## src/rtl/noc_pkg.sv

```systemverilog
// Shared NoC definitions: flit field layout, generator FSM states and helpers.
// The collector uses the same layout to pull fields back out of a flit.
package noc_pkg;

  localparam int FLIT_W = 32;
  localparam int TS_W   = 10;
  localparam int NODE_W = 6;
  localparam int PID_W  = 10;

  typedef enum logic [1:0] {
    IDLE     = 2'd0,
    GAP      = 2'd1,
    REQ      = 2'd2,
    WAIT_GNT = 2'd3
  } tg_state_e;

  // Flit layout: {timestamp[9:0], dest[5:0], packet_id[9:0], sender[5:0]}
  function automatic logic [FLIT_W-1:0] build_flit(input logic [TS_W-1:0]   ts,
                                                   input logic [NODE_W-1:0] dest,
                                                   input logic [PID_W-1:0]  pid,
                                                   input logic [NODE_W-1:0] sender);
    return {ts, dest, pid, sender};
  endfunction

  // Random destination inside the mesh, nudged in x when it lands on ourselves.
  function automatic logic [NODE_W-1:0] lfsr_dest(input logic [15:0]       lfsr,
                                                  input logic [NODE_W-1:0] self_id,
                                                  input logic [2:0]        mask);
    logic [2:0] x;
    logic [2:0] y;
    x = lfsr[2:0] & mask;
    y = lfsr[5:3] & mask;
    if ({x, y} == self_id) begin
      x = (x + 3'd1) & mask;
    end
    return {x, y};
  endfunction

endpackage

```

## src/rtl/traffic_generator_if.sv

```systemverilog
// Local-port injection handshake between a traffic generator and its router.
interface traffic_generator_if #(
  parameter int DW = 32
);
  logic [DW-1:0] PacketOut;
  logic          ReqDnStr;
  logic          GntDnStr;
  logic          DnStrFull;

  modport master (output PacketOut, output ReqDnStr, input GntDnStr, input DnStrFull);
  modport slave  (input PacketOut, input ReqDnStr, output GntDnStr, output DnStrFull);
endinterface

```

## src/rtl/tg_lfsr16.sv

```systemverilog
// 16-bit Fibonacci LFSR (taps 16,14,13,11), stepped on demand, sync active-low reset to seed.
module tg_lfsr16 #(
  parameter logic [15:0] SEED = 16'hACE1
) (
  input  logic        clk,
  input  logic        reset,
  input  logic        step,
  output logic [15:0] lfsr
);

  logic [15:0] lfsr_q;
  logic [15:0] lfsr_d;
  logic        fb;

  always_comb begin
    fb     = lfsr_q[15] ^ lfsr_q[13] ^ lfsr_q[12] ^ lfsr_q[10];
    lfsr_d = lfsr_q;
    if (step) begin
      lfsr_d = {lfsr_q[14:0], fb};
    end
  end

  always_ff @(posedge clk) begin
    if (!reset) begin
      lfsr_q <= SEED;
    end else begin
      lfsr_q <= lfsr_d;
    end
  end

  assign lfsr = lfsr_q;

endmodule

```

## src/rtl/traffic_generator.sv

```systemverilog
// Per-PE packet source: builds one-flit packets and injects them via Req/Gnt/Full.
// Define TG_LFSR_DEST_EN for LFSR-random destinations; otherwise DEST_ID is used.
module traffic_generator
  import noc_pkg::*;
#(
  parameter logic [5:0] routerID    = 6'b000_000,
  parameter int         dataWidth   = 32,
  parameter int         dim         = 4,
  parameter logic [5:0] DEST_ID     = 6'b000_001,
  parameter int         GAP_CYCLES  = 8,
  parameter int         NUM_PACKETS = 16
) (
  input  logic                clk,
  input  logic                reset,
  input  logic                enable,
  traffic_generator_if.master tg,
  output logic [15:0]         SentCount,
  output logic                done
);

  localparam logic [2:0]  DIM_MASK = 3'(dim - 1);
  localparam logic [15:0] GAP_LOAD = 16'(GAP_CYCLES);

  tg_state_e            state_q, state_d;
  logic [15:0]          gap_q, gap_d;
  logic [PID_W-1:0]     pid_q, pid_d;
  logic [31:0]          cycle_q, cycle_d;
  logic [15:0]          sent_q, sent_d;
  logic                 done_q, done_d;
  logic                 req_q, req_d;
  logic [dataWidth-1:0] pkt_q, pkt_d;
  logic                 load_pkt;
  logic                 last_pkt;
  logic [NODE_W-1:0]    dest_w;

`ifdef TG_LFSR_DEST_EN
  logic [15:0] lfsr_w;

  tg_lfsr16 u_lfsr (
    .clk   (clk),
    .reset (reset),
    .step  (load_pkt),
    .lfsr  (lfsr_w)
  );

  assign dest_w = lfsr_dest(lfsr_w, routerID, DIM_MASK);
`else
  // Coordinates are confined to the mesh; a legal DEST_ID passes through untouched.
  assign dest_w = DEST_ID & {DIM_MASK, DIM_MASK};
`endif

  assign last_pkt = (NUM_PACKETS != 0) && (({16'd0, sent_q} + 32'd1) == 32'(NUM_PACKETS));

  always_comb begin
    state_d  = state_q;
    gap_d    = gap_q;
    pid_d    = pid_q;
    cycle_d  = cycle_q + 32'd1;
    sent_d   = sent_q;
    done_d   = done_q;
    req_d    = req_q;
    pkt_d    = pkt_q;
    load_pkt = 1'b0;

    case (state_q)
      IDLE: begin
        if (enable && !done_q) begin
          state_d = GAP;
          gap_d   = GAP_LOAD;
        end
      end
      GAP: begin
        if (gap_q == 16'd0) begin
          state_d = REQ;
        end else begin
          gap_d = gap_q - 16'd1;
        end
      end
      REQ: begin
        if (!tg.DnStrFull && !tg.GntDnStr && enable) begin
          load_pkt = 1'b1;
          req_d    = 1'b1;
          state_d  = WAIT_GNT;
        end
      end
      WAIT_GNT: begin
        // Request is never withdrawn here: the router owns arbitration once we ask.
        if (tg.GntDnStr) begin
          req_d = 1'b0;
          pid_d = pid_q + 10'd1;
          if (sent_q != 16'hFFFF) begin
            sent_d = sent_q + 16'd1;
          end
          if (last_pkt) begin
            done_d  = 1'b1;
            state_d = IDLE;
          end else begin
            state_d = GAP;
            gap_d   = GAP_LOAD;
          end
        end
      end
      default: state_d = IDLE;
    endcase

    if (load_pkt) begin
      pkt_d = dataWidth'(build_flit(cycle_q[TS_W-1:0], dest_w, pid_q, routerID));
    end
  end

  always_ff @(posedge clk) begin
    if (!reset) begin
      state_q <= IDLE;
      gap_q   <= '0;
      pid_q   <= '0;
      cycle_q <= '0;
      sent_q  <= '0;
      done_q  <= 1'b0;
      req_q   <= 1'b0;
      pkt_q   <= '0;
    end else begin
      state_q <= state_d;
      gap_q   <= gap_d;
      pid_q   <= pid_d;
      cycle_q <= cycle_d;
      sent_q  <= sent_d;
      done_q  <= done_d;
      req_q   <= req_d;
      pkt_q   <= pkt_d;
    end
  end

  // Only the low timestamp bits travel in the flit; the rest just keep the counter 32-bit.
  logic unused_cycle_hi;
  assign unused_cycle_hi = ^cycle_q[31:TS_W];

  assign tg.PacketOut = pkt_q;
  assign tg.ReqDnStr  = req_q;
  assign SentCount    = sent_q;
  assign done         = done_q;

endmodule
```

## src/flat_wrapper.sv

```systemverilog
// flat-port wrapper written by rule: the top's interface ports become plain ports
module traffic_generator_flat import noc_pkg::*;
#(
  parameter logic [5:0] routerID    = 6'b000_000,
  parameter int         dataWidth   = 32,
  parameter int         dim         = 4,
  parameter logic [5:0] DEST_ID     = 6'b000_001,
  parameter int         GAP_CYCLES  = 8,
  parameter int         NUM_PACKETS = 16
)
  (clk, reset, enable, SentCount, done, tg_PacketOut, tg_ReqDnStr, tg_GntDnStr, tg_DnStrFull);
  traffic_generator_if tg_i ();
  input  logic clk;
  input  logic reset;
  input  logic enable;
  output logic [15:0] SentCount;
  output logic done;
  output wire logic [$bits(tg_i.PacketOut)-1:0] tg_PacketOut;
  output wire logic [$bits(tg_i.ReqDnStr)-1:0] tg_ReqDnStr;
  input wire logic [$bits(tg_i.GntDnStr)-1:0] tg_GntDnStr;
  input wire logic [$bits(tg_i.DnStrFull)-1:0] tg_DnStrFull;
  assign tg_PacketOut = tg_i.PacketOut;
  assign tg_ReqDnStr = tg_i.ReqDnStr;
  assign tg_i.GntDnStr = tg_GntDnStr;
  assign tg_i.DnStrFull = tg_DnStrFull;
  traffic_generator #(.routerID(routerID), .dataWidth(dataWidth), .dim(dim), .DEST_ID(DEST_ID), .GAP_CYCLES(GAP_CYCLES), .NUM_PACKETS(NUM_PACKETS)) u_core (.clk(clk), .reset(reset), .enable(enable), .tg(tg_i), .SentCount(SentCount), .done(done));
endmodule
```

## config.mk

```make
export PLATFORM = sky130hd
export DESIGN_NAME = traffic_generator_flat
export DESIGN_NICKNAME = d
export VERILOG_FILES = /design/src/rtl/noc_pkg.sv /design/src/rtl/traffic_generator_if.sv /design/src/rtl/tg_lfsr16.sv /design/src/rtl/traffic_generator.sv /design/src/flat_wrapper.sv
export SDC_FILE = /design/constraint.sdc
export NUM_CORES = 1
export LEC_CHECK = 0
export ABC_AREA = 0
export ABC_CLOCK_PERIOD_IN_PS = 6490
export BUFFER_PORTS_ARGS = -buffer_cell sky130_fd_sc_hd__buf_2
export CAP_MARGIN = 20
export CORE_AREA = 2 2 83 85
export DETAILED_ROUTE_END_ITERATION = 10
export DIE_AREA = 0 0 85 87
export PLACE_DENSITY_LB_ADDON = 0.2
export SETUP_SLACK_MARGIN = 0.05
export SYNTH_ARGS = -nofsm -noshare
export SYNTH_HDL_FRONTEND = slang
export SYNTH_HIERARCHICAL = 1
export SYNTH_SLANG_ARGS = --single-unit
```

## constraint.sdc

```tcl
create_clock -name clk -period 6.49 [get_ports clk]
set_clock_uncertainty 0.2 [all_clocks]
set_input_delay 1.298 -clock clk [delete_from_list [all_inputs] [get_ports clk]]
set_output_delay 1.298 -clock clk [all_outputs]
set_load 0.02 [all_outputs]
```

**Yosys cells after proc, flatten, opt, wreduce, memory -nomap -nowiden**

Index checks and enable logic that the tools add are counted.

- Bits in registers: 99
- Input bits: 5
- Output and inout bits: 50
- Logic and storage cells: 56

- Mux-type cells: 16
- Equal/unequal tests: 11
- Add/subtract/negate cells: 5
- Reductions and logical operators: 16

Operators by type and width:

| kind | count |
|---|---|
| $mux 16 | 4 |
| $pmux 16 s3 | 1 |
| $add 32x1->32 const B | 1 |
| $eq 32x5->1 const B | 1 |
| $add 16x1->17 const B | 1 |
| $add 16x1->16 const B | 1 |
| $logic_not 16->1 | 1 |
| $ne 16x16->1 const B | 1 |
| $sub 16x1->16 const B | 1 |
| $add 10x1->10 const B | 1 |
| $reduce_and 3->1 | 3 |
| $mux 2 | 4 |
| $pmux 2 s4 | 1 |
| $ne 2x1->1 const B | 3 |
| $ne 2x2->1 const B | 3 |
| $mux 1 | 5 |
| $reduce_and 5->1 | 1 |
| $eq 2x2->1 const B | 2 |
| $reduce_and 4->1 | 1 |
| $logic_and 1x1->1 | 3 |
| $logic_not 1->1 | 3 |
| $reduce_bool 3->1 | 1 |
| $eq 2x1->1 const B | 1 |
| $logic_not 2->1 | 1 |
| other kinds (3) | 3 |

**Longest topological paths before layout**

- Word-level depth: 5
- Gate-level depth with buffers: 10
- Gate-level depth less buffers: 9

**Worst setup path before layout**

No wires, ideal clock.

- Kind: input to register
- From: input tg_GntDnStr
- To: register u_core.gap_q[13]
- Path slack: 3496 ps
- Arrival: 2668 ps
- Cell stages on the path: 8
- Data required time: 6165 ps
- Library setup time: 125 ps
- Buffers on the path: 2
- Path through: inv_1 > a22o_1 > or2_1 > o21bai_2 > clkbuf_1 > buf_2 > o31ai_1 > a21oi_2

- Cells in the longest elaborated chain, start to end: 2

Ends and longest elaborated chain:

| item | line | RTL |
|---|---|---|
| start, declared | flat_wrapper.sv:20 | `input wire logic [$bits(tg_i.GntDnStr)-1:0] tg_GntDnStr;` |
| $ne 2x2->1 (no line) | n/a |  |
| $reduce_and 5->1 (no line) | n/a |  |
| end signal, assigned | traffic_generator.sv:123 | `gap_q <= gap_d;` |
| end, declared | traffic_generator.sv:25 | `logic [15:0] gap_q, gap_d;` |

No other way between the ends.
A chain may end at the register's enable or synchronous reset.

**Final worst setup path**

- From: register u_core.sent_q[0] (netlist: u_core/SentCount[0])
- To: register u_core.gap_q[9]

- Cells in the longest elaborated chain, start to end: 4

Ends and longest elaborated chain:

| item | line | RTL |
|---|---|---|
| start, declared | traffic_generator.sv:28 | `logic [15:0] sent_q, sent_d;` |
| start signal, assigned | traffic_generator.sv:126 | `sent_q <= sent_d;` |
| $add 16x1->17 | traffic_generator.sv:52 | `assign last_pkt = (NUM_PACKETS != 0) && (({16'd0, sent_q} + 32'd1) == 32'(NUM_PACKETS));` |
| $eq 32x5->1 | traffic_generator.sv:52 |  |
| $ne 2x2->1 (no line) | n/a |  |
| $reduce_and 5->1 (no line) | n/a |  |

No other way between the ends.

==> flow_metrics.py <==
metrics = {
    "outcome": {
        "status": "completed",
    },
    "sta": {
        "fin_setup_tns_ns": 0,
        "worstMarginPinSlew_ns": 0.980,
        "slew_headroom_pct": 34.2,
        "maxClockFrequency_ghz": 0.309,
        "post-route-period-util_pct": 49.8,
        "rsz0062_at_grt": "no",
        "slew_viol_final": 0,
        "hold_viol": 0,
        "holdWs_ns": 0.268,
        "period_needed_ns": 3.23,
        "setup_viol": 0,
    },
    "die": {
        "rows": 30,
        "die_area_um2": 7400,
        "core-area_um2": 6570,
        "dieWidth_um": 85,
        "die_y_um": 87,
        "start_util_pct": 59.4,
        "ios": 55,
    },
    "drt": {
        "finalWirelength_um": 7690,
        "num_vias": 3146,
        "vias_per_cell": 5.60,
        "avgRoutedWirePerCell_um": 13.7,
        "drtIter0Drc": 216,
        "drt_pass1_iterations": 4,
        "drc": 0,
        "ant_nets": 0,
    },
    "synthesis": {
        "synth-adder-area-share_pct": 3.53,
        "synth_largest_area_cell": "dfxtp_1",
        "synthDistinctLibCells": 50,
        "yosysWarnings": 6,
        "synth_edf_count": 0,
        "syn_area_um2": 3900,
        "synth_commonest_cells": "dfxtp_1, nand2_1, and2_1, xnor2_1, nand3_1",
        "synth-async-reset-ratio_pct": 0,
        "synth_cells": 448,
        "synth-simple-area-share_pct": 27.3,
        "synth_top_area_share_pct": 39.5,
        "synth_top_family_by_area": "simple AND/OR/NAND/NOR gates",
        "yosysMostFrequentCell": "dfxtp_1",
        "syn_avg_cell_area_um2": 8.71,
        "synth.area.mux_share_pct": 0.513,
        "seq_area_frac_synth_pct": 39.5,
        "synthFlopType": "dfxtp_1",
        "ys_ff_latch": 77,
        "synth.area.top_cells": "dfxtp_1, xnor2_1, nand2_1, and2_1, a21boi_0",
        "synth-compound-area-share_pct": 15.2,
        "yosys.area_share.xor_xnor_pct": 7.63,
    },
    "place": {
        "place.gp.congestion": 0.791,
        "port_buffers": 43,
        "dp_hpwl_um": 5140,
    },
    "setup_path": {
        "cp_max_fo": 14,
        "required_ns": 6.56,
        "crit_arrival_ns": 3.30,
        "max_stage_delay_ns": 0.60,
        "crit_path_end_kind": "flop",
        "critPathSlowestCell": "or4b_4",
        "path_cells": "ha_1 -> nand2_1 -> nor3_1 -> nand3_1 -> mux2i_1 -> or4b_4 -> a21o_1 -> a21oi_1",
        "start_kind": "flop",
        "crit_type": "flop to flop",
        "cp_top_family": "simple AND/OR/NAND/NOR gates",
        "crit_buf_inv": 0,
    },
    "final_layout": {
        "drive_above_1_share_pct": 15.8,
        "fillCellCount": 573,
        "seqCellArea_um2": 1540,
        "layout.nets": 493,
        "antenna_cells": 0,
        "syn_to_final_growth_pct": 10.0,
        "multi_input_area_um2": 2160,
    },
    "global_routing": {
        "grt_first_pass_wirelength_um": 13400,
        "gr-usage-met3_pct": 4.64,
        "grt_pass1_vias": 3004,
        "busiest_layer": "met2",
        "antenna_found_initial": 0,
        "grt_overflow": 0,
        "grt_use_met1_pct": 28.6,
        "grtUsageMet2_pct": 36.0,
        "grtUsageTotal_pct": 22.1,
        "grt_max_degree": 59,
    },
    "clock_tree": {
        "hold_buffers": 0,
        "h-tree-depth": 3,
        "insertion_delay_ns": 0.35,
        "cts_buffer_depth": 2,
        "cts.sinks": 77,
        "clk_pin_slew_worst_paths_ns": 0.08,
        "cts_tree": "built",
        "cts_made_buffers": 9,
        "cts_root_buf": "clkbuf_8",
        "ctsResizeCount": 0,
        "cts_setup_buffers": 0,
    },
    "pwr": {
        "leakagePower_nw": 1.73,
        "power_density_nw_per_um2": 349,
        "power_mw": 1.50,
        "vdd_drop_max_mv": 0.437,
    },
    "hold_path": {
        "worstHoldPathType": "flop to flop",
    },
    "run": {
        "cap_violations": 0,
    },
}
==> cell usage in the layout, fill, tap and decap left out, types with 3 or more instances in the layout <==
master | netlist | routed
a31oi_1 | 4 | 4
and2_1 | 28 | 28
nand2b_1 | 6 | 6
nand2_1 | 57 | 57
nor4_1 | 4 | 4
a21boi_0 | 20 | 20
o31ai_1 | 13 | 13
nand3_1 | 22 | 22
dfxtp_1 | 77 | 77
nand3b_1 | 4 | 4
a21oi_2 | 10 | 10
nor3_1 | 7 | 7
nand4_1 | 7 | 7
nor2_1 | 11 | 11
xnor2_1 | 28 | 28
nor2b_1 | 6 | 6
xor2_1 | 6 | 6
inv_1 | 11 | 11
o21ai_0 | 7 | 7
buf_2 | 5 | 43
clkbuf_8 | 0 | 9
ha_1 | 11 | 11
or3_1 | 6 | 6
or4_1 | 14 | 14
a21oi_1 | 13 | 13
and3_1 | 11 | 11
o21a_1 | 3 | 3
conb_1 | 1 | 11
==> power by group <==
| part | leakage, nW | internal, mW | switching [mW] | total, mW |
|---|---|---|---|---|
| sequential | 0.623 | 0.528 | 0.0546 | 0.583 |
| combinational | 1.00 | 0.197 | 0.314 | 0.511 |
| clock | 0.107 | 0.220 | 0.184 | 0.404 |
| total | 1.73 | 0.945 | 0.552 | 1.50 |
==> cells by family (layout without fill, tap and decap cells) <==
kind of cell | count (synthesis) | in the layout
AND/OR/NAND/NOR | 192 | 192
XOR/XNOR | 34 | 34
flip-flops | 77 | 77
other | 1 | 11
buffers and inverters | 48 | 72
multiplexers | 2 | 2
AO/OA/AOI/OAI | 83 | 83
adder cells (fa/ha/maj) | 11 | 11
==> per-layer routing <==
metal | routed length (um) | up-vias
li1 | - | 1597
met1 | 3730 | 1490
met2 | 3640 | 53
met3 | 254 | 6
met4 | 66 | 0
met5 | 0 | -
==> final cells by class <==
| type | instances | area share [%] |
|---|---|---|
| clock buffer | 10 | 2.97 |
| clock inverter | 6 | 2.19 |
| inverter | 11 | 0.962 |
| multi-input combinational | 333 | 50.2 |
| sequential | 77 | 35.9 |
| tap | 80 | 2.33 |
| timing repair buffer | 45 | 5.45 |
==> registers in the layout, indices dropped and copies added, names as in the netlist <==
| signal | cells |
|---|---|
| u_core/tg.ReqDnStr | 1 |
| u_core/done | 1 |
| u_core/tg.PacketOut | 21 |
| u_core/SentCount | 16 |
| u_core/state_q | 2 |
| u_core/gap_q | 16 |
| u_core/pid_q | 10 |
| u_core/cycle_q | 10 |
==> path summary, 6_finish.rpt <==
check                                       startpoint                                    to  slack, ns  cells past startpoint
setup / recovery      u_core/SentCount[0]$_SDFFE_PN0P_          u_core/gap_q[9]$_SDFFE_PN0P_       3.26                      8
hold / removal    u_core/tg.PacketOut[10]$_SDFFE_PN0P_  u_core/tg.PacketOut[10]$_SDFFE_PN0P_       0.27                      2
setup reg to reg      u_core/SentCount[0]$_SDFFE_PN0P_          u_core/gap_q[9]$_SDFFE_PN0P_       3.26                      8
hold reg to reg   u_core/tg.PacketOut[10]$_SDFFE_PN0P_  u_core/tg.PacketOut[10]$_SDFFE_PN0P_       0.27                      2
==> tightest hold or removal path, stage by stage (launching register included) <==
cell and delay [ns]:
dfxtp_1 0.31, nand2_1 0.05, a21boi_0 0.06
==> metrics by stage <==
| stage | utilization (%) | area, um^2 | setup WS (ns) | instances |
|---|---|---|---|---|
| floorplan | - | 3940 | 3.50 | 458 |
| global placement | 61.8 | 4060 | 3.08 | 545 |
| detailed placement | 61.8 | 4060 | 3.01 | 545 |
| CTS | 65.2 | 4280 | 3.08 | 561 |
| global route | 65.4 | 4290 | 2.98 | 562 |
| finish | 65.4 | 4290 | 3.26 | 562 |
Power figures use the tool's default switching activity.
